### src/rtl/wb_burst_master.sv
// ---------------------------------------------------------------------------
// wb_burst_master
//
// Wishbone B3 initiator. A single command (start address, beat count,
// direction, byte select) becomes one incrementing-burst bus cycle
// (CTI 010 on every beat except the last, which carries 111).
// Write data is pulled from a valid/ready stream through a one-word buffer.
// Read data is pushed out as a valid-only stream one cycle after each ack.
//
// Ports
//   wb_clk, wb_rst        clock, asynchronous active-high reset
//   cmd_valid/cmd_ready   command handshake
//   cmd_we                1 = write burst, 0 = read burst
//   cmd_adr               start byte address (low lane bits ignored)
//   cmd_len               beats - 1
//   cmd_sel               byte select applied to every beat
//   wr_valid/wr_ready     write word handshake, wr_data payload
//   rd_valid, rd_data     read word stream (no backpressure)
//   done, err             one-cycle completion / abort pulses
//   wb_*                  Wishbone B3 initiator interface
// ---------------------------------------------------------------------------
module wb_burst_master #(
    parameter int AW     = 32,
    parameter int DW     = 32,
    parameter int LEN_W  = 8,
    parameter int TO_CYC = 1023
) (
    input  logic              wb_clk,
    input  logic              wb_rst,

    input  logic              cmd_valid,
    output logic              cmd_ready,
    input  logic              cmd_we,
    input  logic [AW-1:0]     cmd_adr,
    input  logic [LEN_W-1:0]  cmd_len,
    input  logic [DW/8-1:0]   cmd_sel,

    input  logic              wr_valid,
    output logic              wr_ready,
    input  logic [DW-1:0]     wr_data,

    output logic              rd_valid,
    output logic [DW-1:0]     rd_data,

    output logic              done,
    output logic              err,

    output logic [AW-1:0]     wb_adr_o,
    output logic [DW-1:0]     wb_dat_o,
    input  logic [DW-1:0]     wb_dat_i,
    output logic [DW/8-1:0]   wb_sel_o,
    output logic              wb_we_o,
    output logic [2:0]        wb_cti_o,
    output logic [1:0]        wb_bte_o,
    output logic              wb_cyc_o,
    output logic              wb_stb_o,
    input  logic              wb_ack_i,
    input  logic              wb_err_i
);

    localparam int SW = DW / 8;

    typedef enum logic [1:0] {
        ST_IDLE,
        ST_BUS,
        ST_END
    } state_t;

    state_t             state;
    logic               we_r;
    logic [LEN_W-1:0]   remaining;
    logic [LEN_W:0]     fetch_left;
    logic [DW-1:0]      wbuf;
    logic               wbuf_full;
    logic [31:0]        to_cnt;

    logic               stb;
    logic               ack_ok;
    logic               err_hit;
    logic               to_hit;
    logic               wr_fire;

    // A read strobes for the whole cycle; a write only strobes while the
    // buffer holds a word, so an empty buffer shows up as a master wait state.
    assign stb      = wb_cyc_o && (!we_r || wbuf_full);
    assign wb_stb_o = stb;

    // Responder signals only count while strobing; err dominates ack.
    assign err_hit  = stb && wb_err_i;
    assign ack_ok   = stb && wb_ack_i && !wb_err_i;

    // Timeout fires on the cycle the wait count would reach TO_CYC.
    assign to_hit   = (TO_CYC != 0) && stb && !wb_ack_i && !wb_err_i &&
                      (to_cnt == 32'(TO_CYC - 1));

    // A new word may enter the buffer when it is empty or is being drained
    // by an ack this very cycle; never fetch beyond the burst length.
    assign wr_ready = (state == ST_BUS) && we_r && (fetch_left != '0) &&
                      (!wbuf_full || ack_ok);
    assign wr_fire  = wr_valid && wr_ready;

    // CTI is derived from the remaining count, so it is held during waits.
    assign wb_cti_o = !wb_cyc_o           ? 3'b000 :
                      (remaining == '0)   ? 3'b111 : 3'b010;
    assign wb_bte_o = 2'b00;
    assign wb_dat_o = wbuf;
    assign wb_we_o  = we_r;

    // Burst controller: command capture, beat accounting, write buffer,
    // read capture, timeout and the completion/abort pulses.
    always_ff @(posedge wb_clk or posedge wb_rst) begin
        if (wb_rst) begin
            state      <= ST_IDLE;
            cmd_ready  <= 1'b0;
            we_r       <= 1'b0;
            remaining  <= '0;
            fetch_left <= '0;
            wbuf       <= '0;
            wbuf_full  <= 1'b0;
            to_cnt     <= '0;
            rd_valid   <= 1'b0;
            rd_data    <= '0;
            done       <= 1'b0;
            err        <= 1'b0;
            wb_adr_o   <= '0;
            wb_sel_o   <= '0;
            wb_cyc_o   <= 1'b0;
        end else begin
            done     <= 1'b0;
            err      <= 1'b0;
            rd_valid <= 1'b0;

            if (wr_fire) begin
                wbuf       <= wr_data;
                wbuf_full  <= 1'b1;
                fetch_left <= fetch_left - 1'b1;
            end else if (ack_ok) begin
                wbuf_full  <= 1'b0;
            end

            case (state)
                ST_IDLE: begin
                    cmd_ready <= 1'b1;
                    if (cmd_valid && cmd_ready) begin
                        cmd_ready  <= 1'b0;
                        we_r       <= cmd_we;
                        wb_adr_o   <= cmd_adr & ~(AW'(SW - 1));
                        wb_sel_o   <= cmd_sel;
                        remaining  <= cmd_len;
                        fetch_left <= cmd_we ? ({1'b0, cmd_len} + 1'b1) : '0;
                        wbuf_full  <= 1'b0;
                        to_cnt     <= '0;
                        wb_cyc_o   <= 1'b1;
                        state      <= ST_BUS;
                    end
                end

                ST_BUS: begin
                    // The wait counter only runs while strobing unanswered.
                    if (!stb || ack_ok) begin
                        to_cnt <= '0;
                    end else if (TO_CYC != 0) begin
                        to_cnt <= to_cnt + 32'd1;
                    end

                    if (err_hit || to_hit) begin
                        wb_cyc_o <= 1'b0;
                        err      <= 1'b1;
                        state    <= ST_END;
                    end else if (ack_ok) begin
                        wb_adr_o <= wb_adr_o + AW'(SW);
                        if (!we_r) begin
                            rd_data  <= wb_dat_i;
                            rd_valid <= 1'b1;
                        end
                        if (remaining == '0) begin
                            wb_cyc_o <= 1'b0;
                            done     <= 1'b1;
                            state    <= ST_END;
                        end else begin
                            remaining <= remaining - 1'b1;
                        end
                    end
                end

                ST_END: begin
                    // One idle bus cycle between bursts; drop any leftover
                    // buffered word from an aborted write.
                    wbuf_full  <= 1'b0;
                    fetch_left <= '0;
                    to_cnt     <= '0;
                    cmd_ready  <= 1'b1;
                    state      <= ST_IDLE;
                end

                default: begin
                    wb_cyc_o <= 1'b0;
                    state    <= ST_IDLE;
                end
            endcase
        end
    end

endmodule

### config.mk
export PLATFORM = sky130hd
export DESIGN_NAME = wb_burst_master
export DESIGN_NICKNAME = d
export VERILOG_FILES = /design/src/rtl/wb_burst_master.sv
export SDC_FILE = /design/constraint.sdc
export NUM_CORES = 1
export LEC_CHECK = 0
export CORE_ASPECT_RATIO = 0.9
export CORE_MARGIN = 3
export CORE_UTILIZATION = 40
export DETAILED_ROUTE_END_ITERATION = 10
export PLACE_DENSITY = 0.69
export SYNTH_ARGS = -nofsm -noshare
export SYNTH_HDL_FRONTEND = slang
export SYNTH_SLANG_ARGS = --single-unit
### constraint.sdc
create_clock -name wb_clk -period 8.6 [get_ports wb_clk]
set_clock_uncertainty 0.1 [all_clocks]
set_input_delay 1.72 -clock wb_clk [delete_from_list [all_inputs] [get_ports wb_clk]]
set_output_delay 1.72 -clock wb_clk [all_outputs]
set_load 0.01 [all_outputs]
==> out/metrics.csv <==
metric,value,unit
grt_start_max_net_pins,103,
place_ws,3.34,ns
tritoncts,yes,
crit_path_max_incr_delay,0.63,ns
grt_first_pass_wirelength,35100,µm
ys_seq_area_share,49.6,%
synth_top_cell_area_share,49.6,%
dr.pass1.iters,6,
timing.fmax,0.190,GHz
r2r_setup_slack,5.23,ns
hpwl,14700,µm
die_h,139,µm
critical_path_class,in2out,
rsz0062_at_grt,false,
synthArstFlopShare,100,%
clk_pin_slew,0.07,ns
timing.final.crit_share,61.3,%
n_fill_cell,1714,
hp-class,reg2reg,
ys_types,70,
drv_cap,0,
min_delay_path_depth,2,
period_needed,5.27,ns
postCtsResizedCells,0,
avgSynthCellArea,10.1,µm²
port_buffers,221,
gp_congestion,0.823,
hold_buffers,0,
worstPathRequired,6.78,ns
end_kind,output pin,
die_w,154,µm
antenna_found_initial,0,
netlist_instances,776,
final.setup.tns,0,ns
first_global_vias,6672,
insertion_delay,0.42,ns
slowest_stage,clkdlybuf4s50_1,
cts_root_buffer,clkbuf_16,
clk_path_buf_depth,2,
drt_wl_total,21200,µm
grt_remaining_overflow,0,
postCtsSetupRepairBufs,0,
hp-start,wb_sel_o[2],
vias_per_cell,5.56,
crit_path_start_kind,input pin,
drt_iter0_drc,477,
die_area,21400,µm²
area_growth,39.0,%
final_nets,1105,
rr_endpoint,remaining[5],
ir_drop,0.194,mV
multi_input_area,3750,µm²
htreeDepth,4,
vias,6926,
rr_startpoint,state[0],
cp_max_fo,5,
synth_edf_count,0,
regArea,3900,µm²
ys_warn_count,0,
worst_pin_slew,1.01,ns
n_antenna_cell,0,
drive_above_1_share,12.7,%
fin_ws,3.33,ns
synth_flop_cell,dfrtp_1,
synth_seq_cells,156,
ant_nets,0,
synth.cell_area,7870,µm²
cts_buffers,17,
core,19200,µm²
arrival,3.45,ns
finalMaxSlewViolations,0,
slew_headroom,32.4,%
cp_common_cell,clkdlybuf4s50_1,
fp-row-count,48,
hold_viol_final,0,
detail_route.wl_per_cell,17.1,µm
crit_chain,clkdlybuf4s50_1 -> nand3b_1 -> nand2_1 -> and4_1 -> clkdlybuf4s50_1,
min_to,wb_sel_o[2],
status,completed,
final-setup-viol-count,0,
power_per_cell_area,332,nW/µm²
start_util,40.9,%
cellLeakagePower,4.45,nW
synth_area_leaders,"dfrtp_1 50%, mux2_2 9.2%, nand2_1 4.0%",
drc,0,
rr_worst_depth,7,
synth_largest_area_cell,dfrtp_1,
grt_util_all_layers,19.7,%
cts.sinks,156,
io_pins,228,
[area by class of cell]
| class | instances | share of cell area, % |
|---|---|---|
| sequential | 156 | 35.7 |
| inverter | 14 | 0.526 |
| tap | 250 | 2.86 |
| clock inverter | 14 | 1.57 |
| clock buffer | 18 | 4.02 |
| multi-input combinational | 561 | 34.3 |
| timing repair buffer | 233 | 21.1 |
[stage by stage]
stage | hold WS [ns] | util, % | instance area (µm²) | total power, mW | std cells
floorplan | 0.373 | - | 7880 | 2.08 | 779
CTS | 0.386 | 56.9 | 10900 | 3.67 | 1246
global placement | 0.361 | 53.7 | 10300 | 2.84 | 1214
finish | 0.377 | 56.9 | 10900 | 3.64 | 1246
global route | 0.409 | 56.9 | 10900 | 3.88 | 1246
detailed placement | 0.368 | 53.7 | 10300 | 2.87 | 1214
[routing by layer]
| layer | track usage, % | up-vias | part of all wire, % | wire length [µm] |
|---|---|---|---|---|
| met5 | 0 | - | 0 | 0 |
| met4 | 3.90 | 0 | 0.99 | 211 |
| met3 | 5.93 | 19 | 6.9 | 1470 |
| met2 | 30.9 | 234 | 47 | 10000 |
| met1 | 27.3 | 3361 | 45 | 9570 |
| li1 | - | 3312 | - | - |
[worst max-delay path by stage]
stage	startpoint	cells after the start	endpoint
2_1_floorplan	wb_rst	1	cmd_ready
3_3_place_gp	wb_ack_i	5	wr_ready
3_5_place_dp	wb_ack_i	5	wr_ready
4_1_cts	wb_ack_i	5	wr_ready
5_1_grt	wb_ack_i	5	wr_ready
6_report	wb_ack_i	5	wr_ready
[state kept, by name, indices dropped and copies added (netlist names)]
register,count
cmd_ready,1
done,1
err,1
fetch_left,9
rd_data,32
rd_valid,1
remaining,8
state,2
to_cnt,32
wb_adr_o,30
wb_cyc_o,1
wb_dat_o,32
wb_sel_o,4
wb_we_o,1
wbuf_full,1
[critical path, delay by kind of cell]
kind	cells	cell delay (ns)
buf+inv	2	1.19
simple gates	3	0.54
[cell families (layout without fill, tap and decap cells)]
| kind of cell | after synthesis | count (layout) | share of synthesized area [%] |
|---|---|---|---|
| DFF | 156 | 156 | 49.6 |
| AOI/OAI and AO/OA | 203 | 203 | 16.6 |
| xor gates and xnor gates | 11 | 11 | 1.22 |
| adders and majority gates | 7 | 7 | 1.11 |
| and+or+nand+nor | 269 | 269 | 18.4 |
| muxes | 67 | 67 | 9.54 |
| other | 1 | 4 | 0.0477 |
| buffers and inverters | 62 | 279 | 3.51 |
[Yosys cell counts (3+ instances only)]
cell type and instances:
buf_4 6, a211oi_1 4, o21ai_0 60, a311oi_1 5, or3_1 9, a21oi_1 46, a41oi_1 3, nor2b_1 3
clkbuf_1 21, buf_2 15, mux2_2 64, nor2_1 36, nor4_1 13, o22a_1 9, o211ai_1 7, nand2_1 83
mux2i_1 3, o22ai_1 12, xor2_1 7, and2_1 10, buf_1 4, dfrtp_1 156, nand2b_1 4, and4_1 10
o31ai_1 7, nor3b_1 3, and3_1 14, inv_1 14, nand4_1 26, xnor2_1 4, nand3_1 34, a31oi_1 25
ha_1 7, nor3_1 6
[cell usage in the layout, fill, tap and decap left out, types with 3 or more instances in the layout]
master           count
clkdlybuf4s50_1    221
dfrtp_1            156
nand2_1             83
mux2_2              64
o21ai_0             60
a21oi_1             46
nor2_1              35
nand3_1             34
nand4_1             26
a31oi_1             25
clkbuf_16           17
and3_1              14
inv_1               13
nor4_1              13
o22ai_1             12
buf_4               12
and4_1              10
and2_1              10
or3_1                9
o22a_1               9
o211ai_1             7
o31ai_1              7
xor2_1               7
inv_6                7
ha_1                 7
nor3_1               6
a311oi_1             5
nand2b_1             4
a211oi_1             4
xnor2_1              4
conb_1               4
nor3b_1              3
mux2i_1              3
a41oi_1              3
inv_8                3
[where the power goes]
part	switching (mW)	internal, mW
sequential	0.239	1.02
combinational	0.758	0.839
clock	0.334	0.448
Note: power is estimated with default switching activity, not from simulation.
